File: config.mk
export PLATFORM = sky130hd
export DESIGN_NAME = cache_refill_arbiter_flat
export DESIGN_NICKNAME = d
export VERILOG_FILES = /design/src/rtl/cache_refill_arbiter_pkg.sv /design/src/rtl/cache_refill_arbiter_if.sv /design/src/rtl/refill_beat_counter.sv /design/src/rtl/cache_refill_arbiter.sv /design/src/flat_wrapper.sv
export SDC_FILE = /design/constraint.sdc
export NUM_CORES = 1
export LEC_CHECK = 0
export ABC_CLOCK_PERIOD_IN_PS = 3490
export CORE_MARGIN = 4
export CORE_UTILIZATION = 25
export CTS_CLUSTER_SIZE = 28
export DETAILED_ROUTE_END_ITERATION = 7
export PLACE_DENSITY = 0.94
export SLEW_MARGIN = 20
export SYNTH_ARGS = -nofsm -noshare
export SYNTH_HDL_FRONTEND = slang
export SYNTH_SLANG_ARGS = --single-unit
File: constraint.sdc
create_clock -name clk -period 3.49 [get_ports clk]
set_clock_uncertainty 0.1 [all_clocks]
set_input_delay 0.5235 -clock clk [delete_from_list [all_inputs] [get_ports clk]]
set_output_delay 0.5235 -clock clk [all_outputs]
set_load 0.1 [all_outputs]
File: src/rtl/cache_refill_arbiter_pkg.sv
// Shared definitions for the cache refill arbiter.
//   state_e         : arbiter FSM encoding (idle / address phase / data phase)
//   OWN_I / OWN_D   : owner encoding, icache = 0, dcache = 1
//   DEF_LINE_BEATS  : default beats per cache-line refill
//   beat_cnt_w()    : width of the beat counter for a given line length
package cache_refill_arbiter_pkg;

  typedef enum logic [1:0] {
    StIdle = 2'd0,
    StAddr = 2'd1,
    StData = 2'd2
  } state_e;

  localparam logic OWN_I = 1'b0;
  localparam logic OWN_D = 1'b1;

  localparam int unsigned DEF_LINE_BEATS = 4;

  // One extra bit so the counter can represent LINE_BEATS itself (the overrun value).
  function automatic int unsigned beat_cnt_w(input int unsigned beats);
    return int'($clog2(beats)) + 1;
  endfunction

endpackage

File: src/rtl/cache_refill_arbiter_if.sv
// Handshake bundle for the cache refill arbiter.
//   i_*  : icache refill AR/R handshake
//   d_*  : dcache refill AR/R handshake
//   r_data : beat data broadcast to both caches
//   m_*  : shared memory-side AXI read channel (AR/R)
// Modports:
//   master : the arbiter
//   slave  : the caches plus memory (environment)
interface cache_refill_arbiter_if #(
  parameter int unsigned ADDR_W = 32,
  parameter int unsigned DATA_W = 32
);

  logic              i_arvalid;
  logic [ADDR_W-1:0] i_araddr;
  logic              i_arready;
  logic              i_rvalid;
  logic              i_rlast;
  logic              i_rready;

  logic              d_arvalid;
  logic [ADDR_W-1:0] d_araddr;
  logic              d_arready;
  logic              d_rvalid;
  logic              d_rlast;
  logic              d_rready;

  logic [DATA_W-1:0] r_data;

  logic              m_arvalid;
  logic [ADDR_W-1:0] m_araddr;
  logic [7:0]        m_arlen;
  logic              m_arready;
  logic              m_rvalid;
  logic [DATA_W-1:0] m_rdata;
  logic              m_rlast;
  logic              m_rready;

  modport master (
    input  i_arvalid, i_araddr, i_rready,
    input  d_arvalid, d_araddr, d_rready,
    input  m_arready, m_rvalid, m_rdata, m_rlast,
    output i_arready, i_rvalid, i_rlast,
    output d_arready, d_rvalid, d_rlast,
    output r_data,
    output m_arvalid, m_araddr, m_arlen, m_rready
  );

  modport slave (
    output i_arvalid, i_araddr, i_rready,
    output d_arvalid, d_araddr, d_rready,
    output m_arready, m_rvalid, m_rdata, m_rlast,
    input  i_arready, i_rvalid, i_rlast,
    input  d_arready, d_rvalid, d_rlast,
    input  r_data,
    input  m_arvalid, m_araddr, m_arlen, m_rready
  );

endinterface

File: src/rtl/refill_beat_counter.sv
// Beat counter for one refill burst with burst-length checking.
//   clk, rstn : clock, asynchronous active-low reset
//   clear     : restart the count (address handshake completing)
//   beat      : a data beat is accepted this cycle
//   last      : the accepted beat carries rlast
//   len_err   : sticky; set when rlast arrives on the wrong beat or the burst
//               runs past LINE_BEATS without rlast. Cleared only by reset.
module refill_beat_counter
  import cache_refill_arbiter_pkg::*;
#(
  parameter int unsigned LINE_BEATS = DEF_LINE_BEATS
) (
  input  logic clk,
  input  logic rstn,
  input  logic clear,
  input  logic beat,
  input  logic last,
  output logic len_err
);

  localparam int unsigned CntW = beat_cnt_w(LINE_BEATS);
  localparam logic [CntW-1:0] LastIdx = CntW'(LINE_BEATS - 1);
  localparam logic [CntW-1:0] Full    = CntW'(LINE_BEATS);

  logic [CntW-1:0] cnt_q, cnt_d;
  logic            err_q, err_d;

  always_comb begin
    cnt_d = cnt_q;
    err_d = err_q;
    if (clear) begin
      cnt_d = '0;
    end else if (beat) begin
      // Saturate at LINE_BEATS so an overlong burst keeps flagging instead of wrapping.
      if (cnt_q != Full) cnt_d = cnt_q + CntW'(1);
      if (last && (cnt_q != LastIdx)) err_d = 1'b1;
      // Count would reach LINE_BEATS with no rlast in sight.
      if (!last && (cnt_q >= LastIdx)) err_d = 1'b1;
    end
  end

  always_ff @(posedge clk or negedge rstn) begin
    if (!rstn) begin
      cnt_q <= '0;
      err_q <= 1'b0;
    end else begin
      cnt_q <= cnt_d;
      err_q <= err_d;
    end
  end

  assign len_err = err_q;

endmodule

File: src/rtl/cache_refill_arbiter.sv
// Arbiter sharing one memory-side AXI read channel between the icache and
// dcache refill engines. A grant is latched in IDLE and held from the address
// handshake through the last data beat; R is routed only to the owner.
//   clk, rstn : clock, asynchronous active-low reset
//   bus       : cache_refill_arbiter_if.master (cache AR/R, memory AR/R, r_data)
//   busy      : FSM not idle
//   owner     : 0 = icache, 1 = dcache; meaningful while busy
//   len_err   : sticky malformed-burst-length flag
// Build option: define CACHE_ARB_RR_EN for round-robin on contention;
// otherwise the dcache always wins.
module cache_refill_arbiter
  import cache_refill_arbiter_pkg::*;
#(
  parameter int unsigned LINE_BEATS = DEF_LINE_BEATS,
  parameter int unsigned ADDR_W     = 32,
  parameter int unsigned DATA_W     = 32
) (
  input  logic                   clk,
  input  logic                   rstn,
  cache_refill_arbiter_if.master bus,
  output logic                   busy,
  output logic                   owner,
  output logic                   len_err
);

  state_e state_q;
  logic   owner_q;
  logic   grant_sel;
  logic   ar_hs;
  logic   beat;

`ifdef CACHE_ARB_RR_EN
  logic last_owner_q;

  always_comb begin
    grant_sel = bus.d_arvalid ? OWN_D : OWN_I;
    if (bus.i_arvalid && bus.d_arvalid) grant_sel = ~last_owner_q;
  end
`else
  always_comb begin
    grant_sel = bus.d_arvalid ? OWN_D : OWN_I;
  end
`endif

  assign ar_hs = (state_q == StAddr) && bus.m_arvalid && bus.m_arready;
  assign beat  = (state_q == StData) && bus.m_rvalid && bus.m_rready;

  always_ff @(posedge clk or negedge rstn) begin
    if (!rstn) begin
      state_q      <= StIdle;
      owner_q      <= OWN_I;
`ifdef CACHE_ARB_RR_EN
      last_owner_q <= OWN_I;
`endif
    end else begin
      unique case (state_q)
        StIdle: begin
          if (bus.i_arvalid || bus.d_arvalid) begin
            owner_q <= grant_sel;
            state_q <= StAddr;
          end
        end
        StAddr: begin
          if (ar_hs) begin
            state_q      <= StData;
`ifdef CACHE_ARB_RR_EN
            last_owner_q <= owner_q;
`endif
          end
        end
        StData: begin
          // Only rlast ends the burst; the length checker just flags.
          if (beat && bus.m_rlast) state_q <= StIdle;
        end
        default: state_q <= StIdle;
      endcase
    end
  end

  // Handshake routing is combinational so the arbiter adds no latency.
  always_comb begin
    bus.i_arready = 1'b0;
    bus.d_arready = 1'b0;
    bus.i_rvalid  = 1'b0;
    bus.i_rlast   = 1'b0;
    bus.d_rvalid  = 1'b0;
    bus.d_rlast   = 1'b0;
    bus.r_data    = {DATA_W{1'b0}};
    bus.m_arvalid = 1'b0;
    bus.m_araddr  = {ADDR_W{1'b0}};
    bus.m_rready  = 1'b0;
    unique case (state_q)
      StAddr: begin
        if (owner_q == OWN_D) begin
          bus.m_arvalid = bus.d_arvalid;
          bus.m_araddr  = bus.d_araddr;
          bus.d_arready = bus.m_arready;
        end else begin
          bus.m_arvalid = bus.i_arvalid;
          bus.m_araddr  = bus.i_araddr;
          bus.i_arready = bus.m_arready;
        end
      end
      StData: begin
        bus.r_data = bus.m_rdata;
        if (owner_q == OWN_D) begin
          bus.d_rvalid = bus.m_rvalid;
          bus.d_rlast  = bus.m_rlast;
          bus.m_rready = bus.d_rready;
        end else begin
          bus.i_rvalid = bus.m_rvalid;
          bus.i_rlast  = bus.m_rlast;
          bus.m_rready = bus.i_rready;
        end
      end
      default: ;
    endcase
  end

  assign bus.m_arlen = 8'(LINE_BEATS - 1);
  assign busy        = (state_q != StIdle);
  assign owner       = owner_q;

  refill_beat_counter #(
    .LINE_BEATS(LINE_BEATS)
  ) u_beat_counter (
    .clk    (clk),
    .rstn   (rstn),
    .clear  (ar_hs),
    .beat   (beat),
    .last   (bus.m_rlast),
    .len_err(len_err)
  );

endmodule

File: src/flat_wrapper.sv
// flat-port wrapper written by rule: the top's interface ports become plain ports
module cache_refill_arbiter_flat import cache_refill_arbiter_pkg::*;
#(
  parameter int unsigned LINE_BEATS = DEF_LINE_BEATS,
  parameter int unsigned ADDR_W     = 32,
  parameter int unsigned DATA_W     = 32
)
  (clk, rstn, busy, owner, len_err, bus_i_arvalid, bus_i_araddr, bus_i_rready, bus_d_arvalid, bus_d_araddr, bus_d_rready, bus_m_arready, bus_m_rvalid, bus_m_rdata, bus_m_rlast, bus_i_arready, bus_i_rvalid, bus_i_rlast, bus_d_arready, bus_d_rvalid, bus_d_rlast, bus_r_data, bus_m_arvalid, bus_m_araddr, bus_m_arlen, bus_m_rready);
  cache_refill_arbiter_if #(.ADDR_W(ADDR_W), .DATA_W(DATA_W)) bus_i ();
  input  logic clk;
  input  logic rstn;
  output logic busy;
  output logic owner;
  output logic len_err;
  input wire logic [$bits(bus_i.i_arvalid)-1:0] bus_i_arvalid;
  input wire logic [$bits(bus_i.i_araddr)-1:0] bus_i_araddr;
  input wire logic [$bits(bus_i.i_rready)-1:0] bus_i_rready;
  input wire logic [$bits(bus_i.d_arvalid)-1:0] bus_d_arvalid;
  input wire logic [$bits(bus_i.d_araddr)-1:0] bus_d_araddr;
  input wire logic [$bits(bus_i.d_rready)-1:0] bus_d_rready;
  input wire logic [$bits(bus_i.m_arready)-1:0] bus_m_arready;
  input wire logic [$bits(bus_i.m_rvalid)-1:0] bus_m_rvalid;
  input wire logic [$bits(bus_i.m_rdata)-1:0] bus_m_rdata;
  input wire logic [$bits(bus_i.m_rlast)-1:0] bus_m_rlast;
  output wire logic [$bits(bus_i.i_arready)-1:0] bus_i_arready;
  output wire logic [$bits(bus_i.i_rvalid)-1:0] bus_i_rvalid;
  output wire logic [$bits(bus_i.i_rlast)-1:0] bus_i_rlast;
  output wire logic [$bits(bus_i.d_arready)-1:0] bus_d_arready;
  output wire logic [$bits(bus_i.d_rvalid)-1:0] bus_d_rvalid;
  output wire logic [$bits(bus_i.d_rlast)-1:0] bus_d_rlast;
  output wire logic [$bits(bus_i.r_data)-1:0] bus_r_data;
  output wire logic [$bits(bus_i.m_arvalid)-1:0] bus_m_arvalid;
  output wire logic [$bits(bus_i.m_araddr)-1:0] bus_m_araddr;
  output wire logic [$bits(bus_i.m_arlen)-1:0] bus_m_arlen;
  output wire logic [$bits(bus_i.m_rready)-1:0] bus_m_rready;
  assign bus_i.i_arvalid = bus_i_arvalid;
  assign bus_i.i_araddr = bus_i_araddr;
  assign bus_i.i_rready = bus_i_rready;
  assign bus_i.d_arvalid = bus_d_arvalid;
  assign bus_i.d_araddr = bus_d_araddr;
  assign bus_i.d_rready = bus_d_rready;
  assign bus_i.m_arready = bus_m_arready;
  assign bus_i.m_rvalid = bus_m_rvalid;
  assign bus_i.m_rdata = bus_m_rdata;
  assign bus_i.m_rlast = bus_m_rlast;
  assign bus_i_arready = bus_i.i_arready;
  assign bus_i_rvalid = bus_i.i_rvalid;
  assign bus_i_rlast = bus_i.i_rlast;
  assign bus_d_arready = bus_i.d_arready;
  assign bus_d_rvalid = bus_i.d_rvalid;
  assign bus_d_rlast = bus_i.d_rlast;
  assign bus_r_data = bus_i.r_data;
  assign bus_m_arvalid = bus_i.m_arvalid;
  assign bus_m_araddr = bus_i.m_araddr;
  assign bus_m_arlen = bus_i.m_arlen;
  assign bus_m_rready = bus_i.m_rready;
  cache_refill_arbiter #(.LINE_BEATS(LINE_BEATS), .ADDR_W(ADDR_W), .DATA_W(DATA_W)) u_core (.clk(clk), .rstn(rstn), .bus(bus_i), .busy(busy), .owner(owner), .len_err(len_err));
endmodule
==> results of run 1 <==
[per-layer routing]
metal  share of wire  routed length [um]  vias to the layer above  global-route usage
li1                -                   -                      883                   -
met5               0                   0                        -                   0
met3            0.11                 640                        3              0.0442
met4          0.0031                  19                        0              0.0210
met2            0.53                3240                      117               0.373
met1            0.36                2180                      793               0.176
[area by class of cell]
type	count	area share
flip-flops and latches	7	0.0531
multi-input cells	142	0.283
repair buffers	182	0.618
well taps	67	0.0252
inverters	6	0.00677
clock buffers	4	0.0135
[worst max-delay path, cell delays in order, from the launching register on]
cell	delay (ns)
dfrtp_2	0.75
buf_4	0.35
mux2i_1	0.26
nor2_1	0.06
buf_4	0.26
[through the flow]
stage               area, um2  setup WS [ns]
floorplan                1270         0.0173
global placement         3280           1.07
detailed placement       3280           1.17
CTS                      3320          0.923
global route             3320          0.868
finish                   3320          0.954
[placed cells by master (no fill, tap or decap), drive strengths merged]
| cell | n |
|---|---|
| a22o | 1 |
| or2 | 1 |
| nand3 | 1 |
| dfrtp | 7 |
| o32ai | 1 |
| mux2 | 1 |
| ha | 3 |
| nor2b | 1 |
| and2 | 32 |
| nand3b | 2 |
| conb | 8 |
| nand2b | 2 |
| a211o | 1 |
| a2111oi | 1 |
| nor3 | 3 |
| mux2i | 36 |
| nor2 | 40 |
| clkdlybuf4s50 | 105 |
| a31oi | 1 |
| clkbuf | 4 |
| a41o | 1 |
| and3 | 2 |
| a21oi | 1 |
| nand2 | 1 |
| buf | 77 |
| o21ai | 2 |
| inv | 6 |
[state kept, by name (all words and copies together) (netlist names)]
signal	cells
u_core.state_q	2
u_core.u_beat_counter.cnt_q	3
u_core.owner	1
u_core.u_beat_counter.len_err	1
[path summary, 6_finish.rpt]
kind | from | slack [ns] | endpoint | cells past startpoint
setup / recovery | u_core.owner$_DFFE_PN0P_ | 0.95 | bus_m_araddr[30] | 4
hold reg to reg | u_core.u_beat_counter.len_err$_DFFE_PN0P_ | 0.37 | u_core.u_beat_counter.len_err$_DFFE_PN0P_ | 1
min in group asynchronous | rstn | 0.46 | u_core.u_beat_counter.cnt_q[2]$_DFFE_PN0P_ | 1
hold / removal | u_core.u_beat_counter.len_err$_DFFE_PN0P_ | 0.37 | u_core.u_beat_counter.len_err$_DFFE_PN0P_ | 1
setup reg to reg | u_core.owner$_DFFE_PN0P_ | 1.58 | u_core.state_q[1]$_DFFE_PN0P_ | 3
max in group asynchronous | rstn | 2.56 | u_core.owner$_DFFE_PN0P_ | 1
[logic make-up after synthesis]
logic type,after synthesis
muxes,37
adders and majority gates,3
and+or+nand+nor,85
DFF,7
other,2
buffers and inverters,27
AOI/OAI and AO/OA,9
==> flow_summary.json, run 1 <==
{
  "synth.distinct_cells": 29,
  "area_growth_pct": 165,
  "layout-drive-gt1-share": 0.249,
  "yosys.cell_count.top_type": "nor2_1",
  "ys_top_cells_by_count": "nor2_1 (40), mux2i_1 (36), and2_1 (32)",
  "grt_start_max_net_pins": 37,
  "synth_top_family_by_area": "simple AND/OR/NAND/NOR gates",
  "fin_util": 0.695,
  "drt-pass1-iter-count": 4,
  "synth.area.mux_share": 0.297,
  "cts_max_level": 1,
  "vias_per_cell": 4.40,
  "grt_pass1_wl_mm": 8.75,
  "rows": 25,
  "synth-seq-area-share": 0.140,
  "cts_root_buf": "clkbuf_8",
  "gp_congestion": 0.808,
  "first_iter_violations": 51,
  "cts_buffer_depth": 2,
  "startpoint_type": "flip-flop",
  "dpl.hpwl_mm": 5.33,
  "die_h_um": 78.8,
  "routedWlPerCell_um": 14.9,
  "yosys_most_used_dff": "dfrtp_1",
  "drt_wl_total_mm": 6.09,
  "nets": 450,
  "fillers": 333,
  "cp-end-kind": "output pin",
  "diodes": 0,
  "fin_tns_setup_ns": 0,
  "grt_pass1_vias": 1821,
  "vias": 1796,
  "grt.overflow.total": 0,
  "cp.required_ns": 2.87,
  "final_cells": 408,
  "synth_area_leaders": "mux2i_1 (29%), and2_1 (16%), dfrtp_1 (14%), nor2_1 (12%), buf_4 (7.2%)",
  "cts_setup_buffers": 0,
  "portBuffers": 179,
  "fin_crit_ns": 2.54,
  "antenna_found_initial": 0,
  "worst_hold_path_type": "reg -> reg",
  "avgSynthCellArea_um2": 7.37,
  "synth.cell_area_mm2": 0.00125,
  "cts_buffers": 3,
  "synth_compound_area_frac": 0.0589,
  "placedCellCount": 404,
  "maxCapViolCount": 0,
  "syn-instance-count": 170,
  "status": "completed",
  "synth-adder-area-share": 0.0300,
  "tightest_slew_ns": 0.964,
  "yosysWarnings": 0,
  "synth_top_area_share": 0.288,
  "synth_xor_area_frac": 0,
  "fin_crit_sh": 0.727,
  "yosys.area.top_type": "mux2i_1",
  "antenna_left": 0,
  "synthArstFlopShare": 1.00,
  "drc": 0,
  "initial_utilization": 0.262,
  "clkTransAtPathRegs_ns": 0.04,
  "clock.fmax_mhz": 394,
  "drv_slew": 0,
  "insertion_delay_ns": 0.23,
  "cts.sinks": 7,
  "final_hold_viol_count": 0,
  "synth_seq_cells": 7,
  "rsz0062_at_grt": "no",
  "ctsHoldBuffers": 0,
  "dieArea_mm2": 0.00621,
  "critPathMaxFanout": 24,
  "yosys.area_share.simple": 0.341,
  "synth_edf_count": 0,
  "post_cts_resized": 0,
  "cp.arrival_ns": 1.91,
  "setup_viol": 0,
  "multiInputGateArea_um2": 942,
  "ff_latch_area_um2": 176,
  "cts_tree": "yes",
  "hold-worst-slack_ns": 0.365,
  "die_x_um": 78.8,
  "worstSetupPathType": "reg -> out",
  "relSlewSlack": 0.355,
  "core_area_mm2": 0.00479,
  "grt_usage": 0.178,
  "ios": 188
}
Power of run 1 is left out: the tool's default activity adds up to more than one toggle a clock period on the data nets, which glitch-free logic cannot reach.
==> run 2, diff against run 1 <==
- ABC_CLOCK_PERIOD_IN_PS: 3490 -> 2150
- CORE_UTILIZATION: 25 -> 21
- PLACE_DENSITY: 0.94 -> 0.85
- clock period: 3.49 -> 2.15 ns (I/O delays scaled with it)
==> run 2 against run 1 <==
Hold slack worse by 0.11 ns. Die area up 17%. Critical path depth unchanged. Highest routed layer unchanged.
==> flow_summary.json, run 2 (synthesized netlist as in run 1, its figures left out) <==
{
  "cp.arrival_ns": 1.61,
  "cp_common_cell": "buf_12",
  "critPathMaxFanout": 21,
  "cts_max_level": 1,
  "largest-register": "u_core.u_beat_counter.cnt_q",
  "grt_pass1_vias": 2166,
  "routedWlPerCell_um": 16.3,
  "gp_congestion": 0.802,
  "first_iter_violations": 33,
  "top_regs": "u_core.u_beat_counter.cnt_q: 3 flops, u_core.state_q: 2 flops",
  "startpoint_type": "flip-flop",
  "cp.required_ns": 1.73,
  "rsz0062_at_grt": "no",
  "cts_buffer_depth": 2,
  "final_hold_viol_count": 0,
  "antenna_found_initial": 0,
  "maxCapViolCount": 0,
  "grt_start_max_net_pins": 22,
  "vias": 1853,
  "clkTransAtPathRegs_ns": 0.04,
  "placedCellCount": 416,
  "clock.fmax_mhz": 491,
  "worst-path-buf-inv": 2,
  "vias_per_cell": 4.41,
  "largest_register_ff_count": 3,
  "max_stage_delay_ns": 0.57,
  "grt_pass1_wl_mm": 10.8,
  "drt-pass1-iter-count": 3,
  "crit_slowest_cell": "dfrtp_4",
  "diodes": 0,
  "insertion_delay_ns": 0.23,
  "dieArea_mm2": 0.00726,
  "drv_slew": 0,
  "drc": 0,
  "ios": 188,
  "setup_viol": 0,
  "worstSetupPathType": "reg -> out",
  "cts_setup_buffers": 0,
  "worst_hold_path_type": "in -> async",
  "final_cells": 420,
  "status": "completed",
  "path_delay_family": "flip-flops",
  "mostFrequentLayoutCells": "clkdlybuf4s50_1 (104), buf_12 (79), nor2_4 (38)",
  "post_cts_resized": 0,
  "fin_crit_sh": 0.947,
  "final_common_cell": "clkdlybuf4s50_1",
  "cts_root_buf": "clkbuf_8",
  "nets": 457,
  "grt_usage": 0.186,
  "core_area_mm2": 0.00564,
  "initial_utilization": 0.222,
  "cts.sinks": 7,
  "dpl.hpwl_mm": 6.35,
  "fin_crit_ns": 2.04,
  "ctsHoldBuffers": 0,
  "die_h_um": 85.2,
  "die_x_um": 85.2,
  "layout-drive-gt1-share": 0.382,
  "cts_buffers": 3,
  "rows": 27,
  "grt.overflow.total": 0,
  "antenna_left": 0,
  "drt_wl_total_mm": 6.85,
  "cp-end-kind": "output pin",
  "area_growth_pct": 238,
  "cp_cell_sequence": "buf_12, mux2i_1, nor2_4, buf_12",
  "portBuffers": 179,
  "cts_tree": "yes"
}
## run 2: cell count changes in the layout (fill, tap and decap cells not counted), moves of 2 or more
cell    change
nor2_1     -38
and3_1      -2
buf_4      -37
buf_12     +45
nor2_4     +38
and3_2      +2
## run 2: through the flow
step                hold WS, ns  utilization  setup slack, ns  TNS (ns)  area, um2
finish                    0.255        0.751            0.113         0       4240
global route              0.300        0.751           0.0276         0       4240
CTS                       0.267        0.751           0.0974         0       4240
detailed placement        0.374        0.743            0.252         0       4190
global placement          0.357        0.743            0.322         0       4190
floorplan               -0.0731            -         -0.00111  -0.00223       1590
## run 2: worst paths after layout
check                                                      startpoint                                         end  slack, ns  depth (start not counted)
setup / recovery                             u_core.owner$_DFFE_PN0P_                            bus_m_araddr[25]       0.11                          4
hold / removal                                                   rstn  u_core.u_beat_counter.cnt_q[1]$_DFFE_PN0P_       0.26                          1
setup reg to reg           u_core.u_beat_counter.cnt_q[0]$_DFFE_PN0P_   u_core.u_beat_counter.len_err$_DFFE_PN0P_       0.35                          5
hold reg to reg             u_core.u_beat_counter.len_err$_DFFE_PN0P_   u_core.u_beat_counter.len_err$_DFFE_PN0P_       0.38                          1
max in group asynchronous                                        rstn                    u_core.owner$_DFFE_PN0P_       1.42                          1
min in group clk            u_core.u_beat_counter.len_err$_DFFE_PN0P_   u_core.u_beat_counter.len_err$_DFFE_PN0P_       0.38                          1
## run 2: routing by layer
layer	vias to the layer above	wire length, um	global-route usage
met5	-	0	0
met4	0	48	0.0374
met3	6	595	0.0621
met2	86	4180	0.392
met1	856	2030	0.166
li1	905	-	-
## run 2: area by class of cell
| cell class | count | area, um2 |
|---|---|---|
| timing repair buffer | 189 | 2670 |
| multi-input combinational | 142 | 1230 |
| sequential | 7 | 179 |
| fill | 354 | 1400 |
| inverter | 6 | 22.5 |
| tap | 72 | 90.1 |
| clock buffer | 4 | 45.0 |
Power of run 2 is left out for the same reason.
